`config.mk`:
```
export PLATFORM = sky130hd
export DESIGN_NAME = uart_rx_unit
export DESIGN_NICKNAME = d
export VERILOG_FILES = /design/src/rtl/uart_rx_unit.sv
export SDC_FILE = /design/constraint.sdc
export NUM_CORES = 1
export LEC_CHECK = 0
export ABC_AREA = 1
export CAP_MARGIN = 20
export CELL_PAD_IN_SITES_DETAIL_PLACEMENT = 1
export CELL_PAD_IN_SITES_GLOBAL_PLACEMENT = 1
export CORE_MARGIN = 1.5
export CORE_UTILIZATION = 30
export CTS_BUF_LIST = sky130_fd_sc_hd__clkbuf_2
export DETAILED_ROUTE_END_ITERATION = 8
export PLACE_DENSITY = 0.58
export REMOVE_ABC_BUFFERS = 1
export SLEW_MARGIN = 20
export SYNTH_ARGS = -nofsm -noshare
export SYNTH_HDL_FRONTEND = slang
export SYNTH_SLANG_ARGS = --single-unit
```
`constraint.sdc`:
```
create_clock -name clock -period 2.5 [get_ports clock]
set_input_delay 0.5 -clock clock [delete_from_list [all_inputs] [get_ports clock]]
set_output_delay 0.5 -clock clock [all_outputs]
set_load 0.01 [all_outputs]
```
`src/rtl/uart_rx_unit.sv`:
```
// Purpose: UART receiver with 16x oversampling, LSB-first data, parity and stop-bit checking.
// Latency: rx_done one cycle after the final stop-bit mid-point sample (plus SYNC_STAGES input sync).
// Backpressure: none; the serial line cannot be stalled and each frame overwrites the output registers.
//
// Ports:
//   clock, rst           - system clock, asynchronous active-high reset
//   rx_in                - serial line, idles high
//   data_length          - 0 = 7 data bits, 1 = 8 data bits (latched at start)
//   parity_type          - 00/11 none, 01 odd, 10 even (latched at start)
//   stop_bits            - 0 = one, 1 = two stop bits (latched at start)
//   baud_rate            - 00 2400, 01 4800, 10 9600, 11 19200 (read live)
//   data_out             - last received word, bit 7 = 0 in 7-bit mode
//   parity_error         - parity mismatch on the last frame
//   stop_error           - a stop bit sampled low on the last frame
//   break_det            - all-zero frame (only with UART_RX_BREAK_DETECT_EN defined, else 0)
//   rx_active            - high while a frame is being received
//   rx_done              - one-cycle strobe when a frame completes
//
// Optional feature macro: UART_RX_BREAK_DETECT_EN
module uart_rx_unit #(
  parameter int CLK_FREQ    = 50000000,
  parameter int SYNC_STAGES = 2
) (
  input  logic       clock,
  input  logic       rst,
  input  logic       rx_in,
  input  logic       data_length,
  input  logic [1:0] parity_type,
  input  logic       stop_bits,
  input  logic [1:0] baud_rate,
  output logic [7:0] data_out,
  output logic       parity_error,
  output logic       stop_error,
  output logic       break_det,
  output logic       rx_active,
  output logic       rx_done
);

  // Oversample divisors; clamped to 1 so tiny clock frequencies still tick.
  localparam int DIV_2400  = (CLK_FREQ / (2400 * 16)  < 1) ? 1 : CLK_FREQ / (2400 * 16);
  localparam int DIV_4800  = (CLK_FREQ / (4800 * 16)  < 1) ? 1 : CLK_FREQ / (4800 * 16);
  localparam int DIV_9600  = (CLK_FREQ / (9600 * 16)  < 1) ? 1 : CLK_FREQ / (9600 * 16);
  localparam int DIV_19200 = (CLK_FREQ / (19200 * 16) < 1) ? 1 : CLK_FREQ / (19200 * 16);
  localparam int CNT_W     = (DIV_2400 > 1) ? $clog2(DIV_2400) : 1;

  typedef enum logic [2:0] {IDLE, START, DATA, PARITY, STOP, DONE} state_t;

  state_t                 state;
  logic [SYNC_STAGES-1:0] sync_q;
  logic                   rx_s;
  logic                   rx_prev;
  logic [CNT_W-1:0]       baud_cnt;
  logic [CNT_W-1:0]       div_m1;
  logic                   tick;
  logic [3:0]             os_cnt;
  logic [2:0]             bit_cnt;
  logic [7:0]             shreg;
  logic                   dl_q;
  logic [1:0]             pt_q;
  logic                   sb_q;
  logic                   stop2;
  logic                   par_err_p;
  logic                   stop_err_p;
  logic                   start_det;
  logic                   done_load;
  logic                   parity_en;
  logic                   exp_par;
  logic [7:0]             data_bits;

  // Input synchroniser, preset high so reset never looks like a start bit.
  always_ff @(posedge clock or posedge rst) begin
    if (rst) begin
      sync_q  <= '1;
      rx_prev <= 1'b1;
    end else begin
      sync_q  <= {sync_q[SYNC_STAGES-2:0], rx_in};
      rx_prev <= rx_s;
    end
  end

  assign rx_s = sync_q[SYNC_STAGES-1];

  // Edge (not level) start detection keeps a stuck-low line from restarting frames.
  assign start_det = (state == IDLE) && !rx_s && rx_prev;

  always_comb begin
    div_m1 = CNT_W'(DIV_9600 - 1);
    case (baud_rate)
      2'b00:   div_m1 = CNT_W'(DIV_2400 - 1);
      2'b01:   div_m1 = CNT_W'(DIV_4800 - 1);
      2'b10:   div_m1 = CNT_W'(DIV_9600 - 1);
      default: div_m1 = CNT_W'(DIV_19200 - 1);
    endcase
  end

  // >= rather than == so a live baud change to a faster rate cannot overshoot the wrap.
  assign tick = (baud_cnt >= div_m1);

  always_ff @(posedge clock or posedge rst) begin
    if (rst) begin
      baud_cnt <= '0;
    end else if (start_det || tick) begin
      baud_cnt <= '0;
    end else begin
      baud_cnt <= baud_cnt + 1'b1;
    end
  end

  assign parity_en = (pt_q == 2'b01) || (pt_q == 2'b10);
  // In 7-bit mode the word sits in shreg[7:1] after the final shift.
  assign data_bits = dl_q ? shreg : {1'b0, shreg[7:1]};
  assign exp_par   = (pt_q == 2'b01) ? ~(^data_bits) : (^data_bits);
  assign done_load = (state == STOP) && tick && (os_cnt == 4'd15) && !(sb_q && !stop2);

  always_ff @(posedge clock or posedge rst) begin
    if (rst) begin
      state        <= IDLE;
      os_cnt       <= '0;
      bit_cnt      <= '0;
      shreg        <= '0;
      dl_q         <= 1'b0;
      pt_q         <= 2'b00;
      sb_q         <= 1'b0;
      stop2        <= 1'b0;
      par_err_p    <= 1'b0;
      stop_err_p   <= 1'b0;
      data_out     <= '0;
      parity_error <= 1'b0;
      stop_error   <= 1'b0;
      rx_active    <= 1'b0;
      rx_done      <= 1'b0;
    end else begin
      rx_done <= 1'b0;
      case (state)
        IDLE: begin
          if (start_det) begin
            state      <= START;
            rx_active  <= 1'b1;
            os_cnt     <= '0;
            bit_cnt    <= '0;
            shreg      <= '0;
            dl_q       <= data_length;
            pt_q       <= parity_type;
            sb_q       <= stop_bits;
            stop2      <= 1'b0;
            par_err_p  <= 1'b0;
            stop_err_p <= 1'b0;
          end
        end
        START: begin
          if (tick) begin
            if (os_cnt == 4'd7) begin
              os_cnt <= '0;
              if (rx_s) begin
                state     <= IDLE;
                rx_active <= 1'b0;
              end else begin
                state <= DATA;
              end
            end else begin
              os_cnt <= os_cnt + 1'b1;
            end
          end
        end
        DATA: begin
          if (tick) begin
            if (os_cnt == 4'd15) begin
              os_cnt <= '0;
              shreg  <= {rx_s, shreg[7:1]};
              if (bit_cnt == (dl_q ? 3'd7 : 3'd6)) begin
                bit_cnt <= '0;
                state   <= parity_en ? PARITY : STOP;
              end else begin
                bit_cnt <= bit_cnt + 1'b1;
              end
            end else begin
              os_cnt <= os_cnt + 1'b1;
            end
          end
        end
        PARITY: begin
          if (tick) begin
            if (os_cnt == 4'd15) begin
              os_cnt <= '0;
              if (rx_s != exp_par) par_err_p <= 1'b1;
              state <= STOP;
            end else begin
              os_cnt <= os_cnt + 1'b1;
            end
          end
        end
        STOP: begin
          if (tick) begin
            if (os_cnt == 4'd15) begin
              os_cnt <= '0;
              if (done_load) begin
                // Fold in the final sample directly so the flags are valid during DONE.
                state        <= DONE;
                rx_done      <= 1'b1;
                rx_active    <= 1'b0;
                data_out     <= data_bits;
                parity_error <= par_err_p;
                stop_error   <= stop_err_p | ~rx_s;
              end else begin
                stop2 <= 1'b1;
                if (!rx_s) stop_err_p <= 1'b1;
              end
            end else begin
              os_cnt <= os_cnt + 1'b1;
            end
          end
        end
        DONE: begin
          state     <= IDLE;
          rx_active <= 1'b0;
        end
        default: begin
          state     <= IDLE;
          rx_active <= 1'b0;
        end
      endcase
    end
  end

`ifdef UART_RX_BREAK_DETECT_EN
  logic all_zero;
  logic break_q;
  logic sample_en;

  assign sample_en = tick && (os_cnt == 4'd15) &&
                     ((state == DATA) || (state == PARITY) || (state == STOP));

  // Tracks whether every sampled bit after the start bit has been low.
  always_ff @(posedge clock or posedge rst) begin
    if (rst) begin
      all_zero <= 1'b1;
      break_q  <= 1'b0;
    end else begin
      if (start_det) begin
        all_zero <= 1'b1;
      end else if (sample_en && rx_s) begin
        all_zero <= 1'b0;
      end
      if (done_load) break_q <= all_zero && !rx_s;
    end
  end

  assign break_det = break_q;
`else
  assign break_det = 1'b0;
`endif

endmodule

```
==> out/metrics.cfg <==
[outcome]
status=complete, no violations

[pwr]
vdd_drop_max_mv=0.3471
power.density_nw_per_um2=865.6
switching_share_pct=48.25
power_frac_seq_pct=37.0
p_sw_mw=1.543
leakage_nw=1.865
clkPwrFrac_pct=11.1
internal-power_mw=1.655
comb_power_share_pct=51.8

[logic_synthesis]
synth_edf_count=0
ys_types=38
synthTopCellsByCount=nand2_1, dfrtp_1, inv_1
postSynth.asyncResetShare_pct=100.0
synth_top_cell_by_area=dfrtp_1
yosys-top-cells-area=dfrtp_1, nand2_1, ha_1, inv_1, nand3_1
synth_area_sq_um=3192
ys_seq_area_share_pct=40.10
yosysWarnings=0
syn_inst=422
netlist.area_leader.share_pct=37.63
ys_dominant_reg_cell=dfrtp_1
ys_ff_latch=51
avgSynthCellArea_sq_um=7.564
synth.most_common_cell=nand2_1

[critical_path]
end_kind=flop
slowest_delay_ns=0.27
crit_slowest_cell=ha_1
worst-path-buf-inv=6
path_max_fanout=17
cp-start-kind=input pin
crit_chain=dlymetal6s2s_1 -> inv_2 -> ha_1 -> inv_1 -> ha_1 -> nand2_4 -> inv_2 -> a21oi_1 -> nand2_1 -> nor2_4 -> nand2_4 -> nor2_4 -> inv_2 -> nand2_4 -> inv_4 -> nand3_1 -> o21ai_2
cp-startpoint=baud_rate[0]
criticalPathCategory=input pin to flop
cp_data_required_time_ns=2.87
path_delay_family=simple AND/OR/NAND/NOR gates
worst_ep_arrival_time_ns=2.51
r2r_start=baud_cnt[10]$_DFF_PP0_

[grt]
grt_start_max_net_pins=21
antenna_found_initial=0
grt_pass1_wl_mm=13.66
busiest_layer=met2
gr-total-overflow=0
grt_usage_pct=15.02
grt_util_met1_pct=19.78
grt_util_met2_pct=26.04
met3_usage_pct=2.391
grt_pass1_vias=2827

[finish]
fin_nets=478
fillCellCount=1278
area_growth_syn_to_layout_pct=15.76
post-route-util_pct=35.79
diodes=0
drive_gt1_share_pct=16.19

[clocking]
clock_path_buffers=2
clock_latency_ns=0.43
root_buffer=clkbuf_2
clk_pin_slew_ns=0.28
holdBufCountCts=0
numCtsBuffers=5
htreeDepth=2
cts_tree=yes
cts.sinks=51

[sta]
tightest_slew_ns=0.5340
max_slew_margin_pct=64.40
worst_clock_skew_ns=0.009436
finalSetupTns_ns=0
layout_worst_path_cycle_share_pct=85.82
finalHoldViolCount=0
fin_crit_ns=2.146
final-max-slew-violation-count=0
final-setup-viol-count=0
rsz0062_at_grt=no
max_freq_mhz=466.1

[placement]
place.gp.congestion=0.8587
portBuffers=20
dpl.hpwl_mm=6.105

[die]
num_io_pins=22
fp-row-count=37
die_h_microns=106.1
start_util_pct=30.92
die_x_microns=106.1
core_region_area_sq_um=10320
dieArea_sq_um=11270

[hold_path]
hold_class=input pin to asynchronous set/reset pin

[routing]
ant_nets=0
vias=2711
drt_iter0_markers=56
drc=0
routedWlPerCell_microns=13.29
totalWireLength_mm=7.803
dr.pass1.iters=4
viasPerCell=4.618

[flow_run]
drv_cap=0

-- layout make-up --
cell class,instances,area [sq um],share of cell area [%]
clock buffers,5,25.02,0.6773
repair buffers,31,312.8,8.466
flip-flops and latches,51,1280,34.64
multi-input cells,310,1693,45.82
well taps,136,170.2,4.605
inverters,51,193.9,5.249
clock inverters,3,20.02,0.5418
-- placed cells by master (no fill, tap or decap), drive strengths merged --
cell type / n
conb: 1
dfstp: 3
xor2: 2
o2111ai: 1
nor2: 40
a21oi: 13
o31ai: 1
clkinv: 2
inv: 51
dlymetal6s2s: 2
dfrtp: 48
ha: 19
o21bai: 1
nor3: 5
o21a: 1
nand4: 2
clkbuf: 5
clkdlybuf4s50: 18
o21ai: 35
and3: 2
nand2: 147
clkinvlp: 1
a211oi: 1
a31oi: 1
or2: 2
nor3b: 6
mux2: 1
buf: 11
nand3: 29
-- sequential cells by signal (all words and copies together) (netlist names), 2 cells and up --
signal,flops
baud_cnt,11
bit_cnt,3
data_out,8
os_cnt,4
pt_q,2
shreg,8
state,3
sync_q,2
-- power by group through the flow --
stage                     Combinational, mW  Sequential (mW)  Clock [mW]
final                                  1.66             1.18       0.357
after global routing                   1.93             1.22       0.410
after CTS                              1.62             1.19       0.384
after detailed placement               1.61             1.21           0
after global placement                 1.57             1.20           0
after floorplan                        1.18             1.15           0
-- through the flow --
stage / std cells / area, sq um / power [mW] / hold slack (ns) / worst slack [ns]
after floorplan: 412 / 3115 / 2.327 / 0.3452 / 0.1469
after global placement: 579 / 3593 / 2.777 / 0.3471 / -0.4563
after detailed placement: 579 / 3593 / 2.813 / 0.3538 / -0.4635
after CTS: 587 / 3638 / 3.190 / 0.3256 / 0.03283
after global routing: 587 / 3695 / 3.556 / 0.3350 / 0.2262
final: 587 / 3695 / 3.198 / 0.3409 / 0.3545
-- cells by family after synthesis --
logic type               synth area share (%)
multiplexers                           0.3528
flip-flops                              40.10
XOR/XNOR                               0.5489
other                                  0.1175
AO/OA/AOI/OAI                           10.23
adder cells (fa/ha/maj)                 7.448
AND/OR/NAND/NOR                         32.73
buffers and inverters                   8.467
-- worst paths after layout --
kind	cells past startpoint	endpoint	slack [ns]
worst max-delay path	17	shreg[7]$_DFFE_PP0P_	0.35
worst min-delay path	2	baud_cnt[4]$_DFF_PP0_	0.34
worst max register to register	13	shreg[7]$_DFFE_PP0P_	0.38
worst min register to register	0	sync_q[1]$_DFF_PP1_	0.38
max in group asynchronous	3	rx_prev$_DFF_PP1_	1.53
min in group clock	0	sync_q[1]$_DFF_PP1_	0.38
-- metal layers --
metal | wire, microns | vias up
met5 | 0 | -
met4 | 49 | 0
met3 | 140 | 4
met2 | 3854 | 18
met1 | 3758 | 1292
li1 | - | 1397
-- what timing repair did --
action / in CTS / in global routing
gates resized for setup: 0 / 15
endpoints found under the setup margin: 0 / 33
hold endpoints to repair: 0 / 0
buffers inserted: 0 / 0
Power figures use the tool's default switching activity.
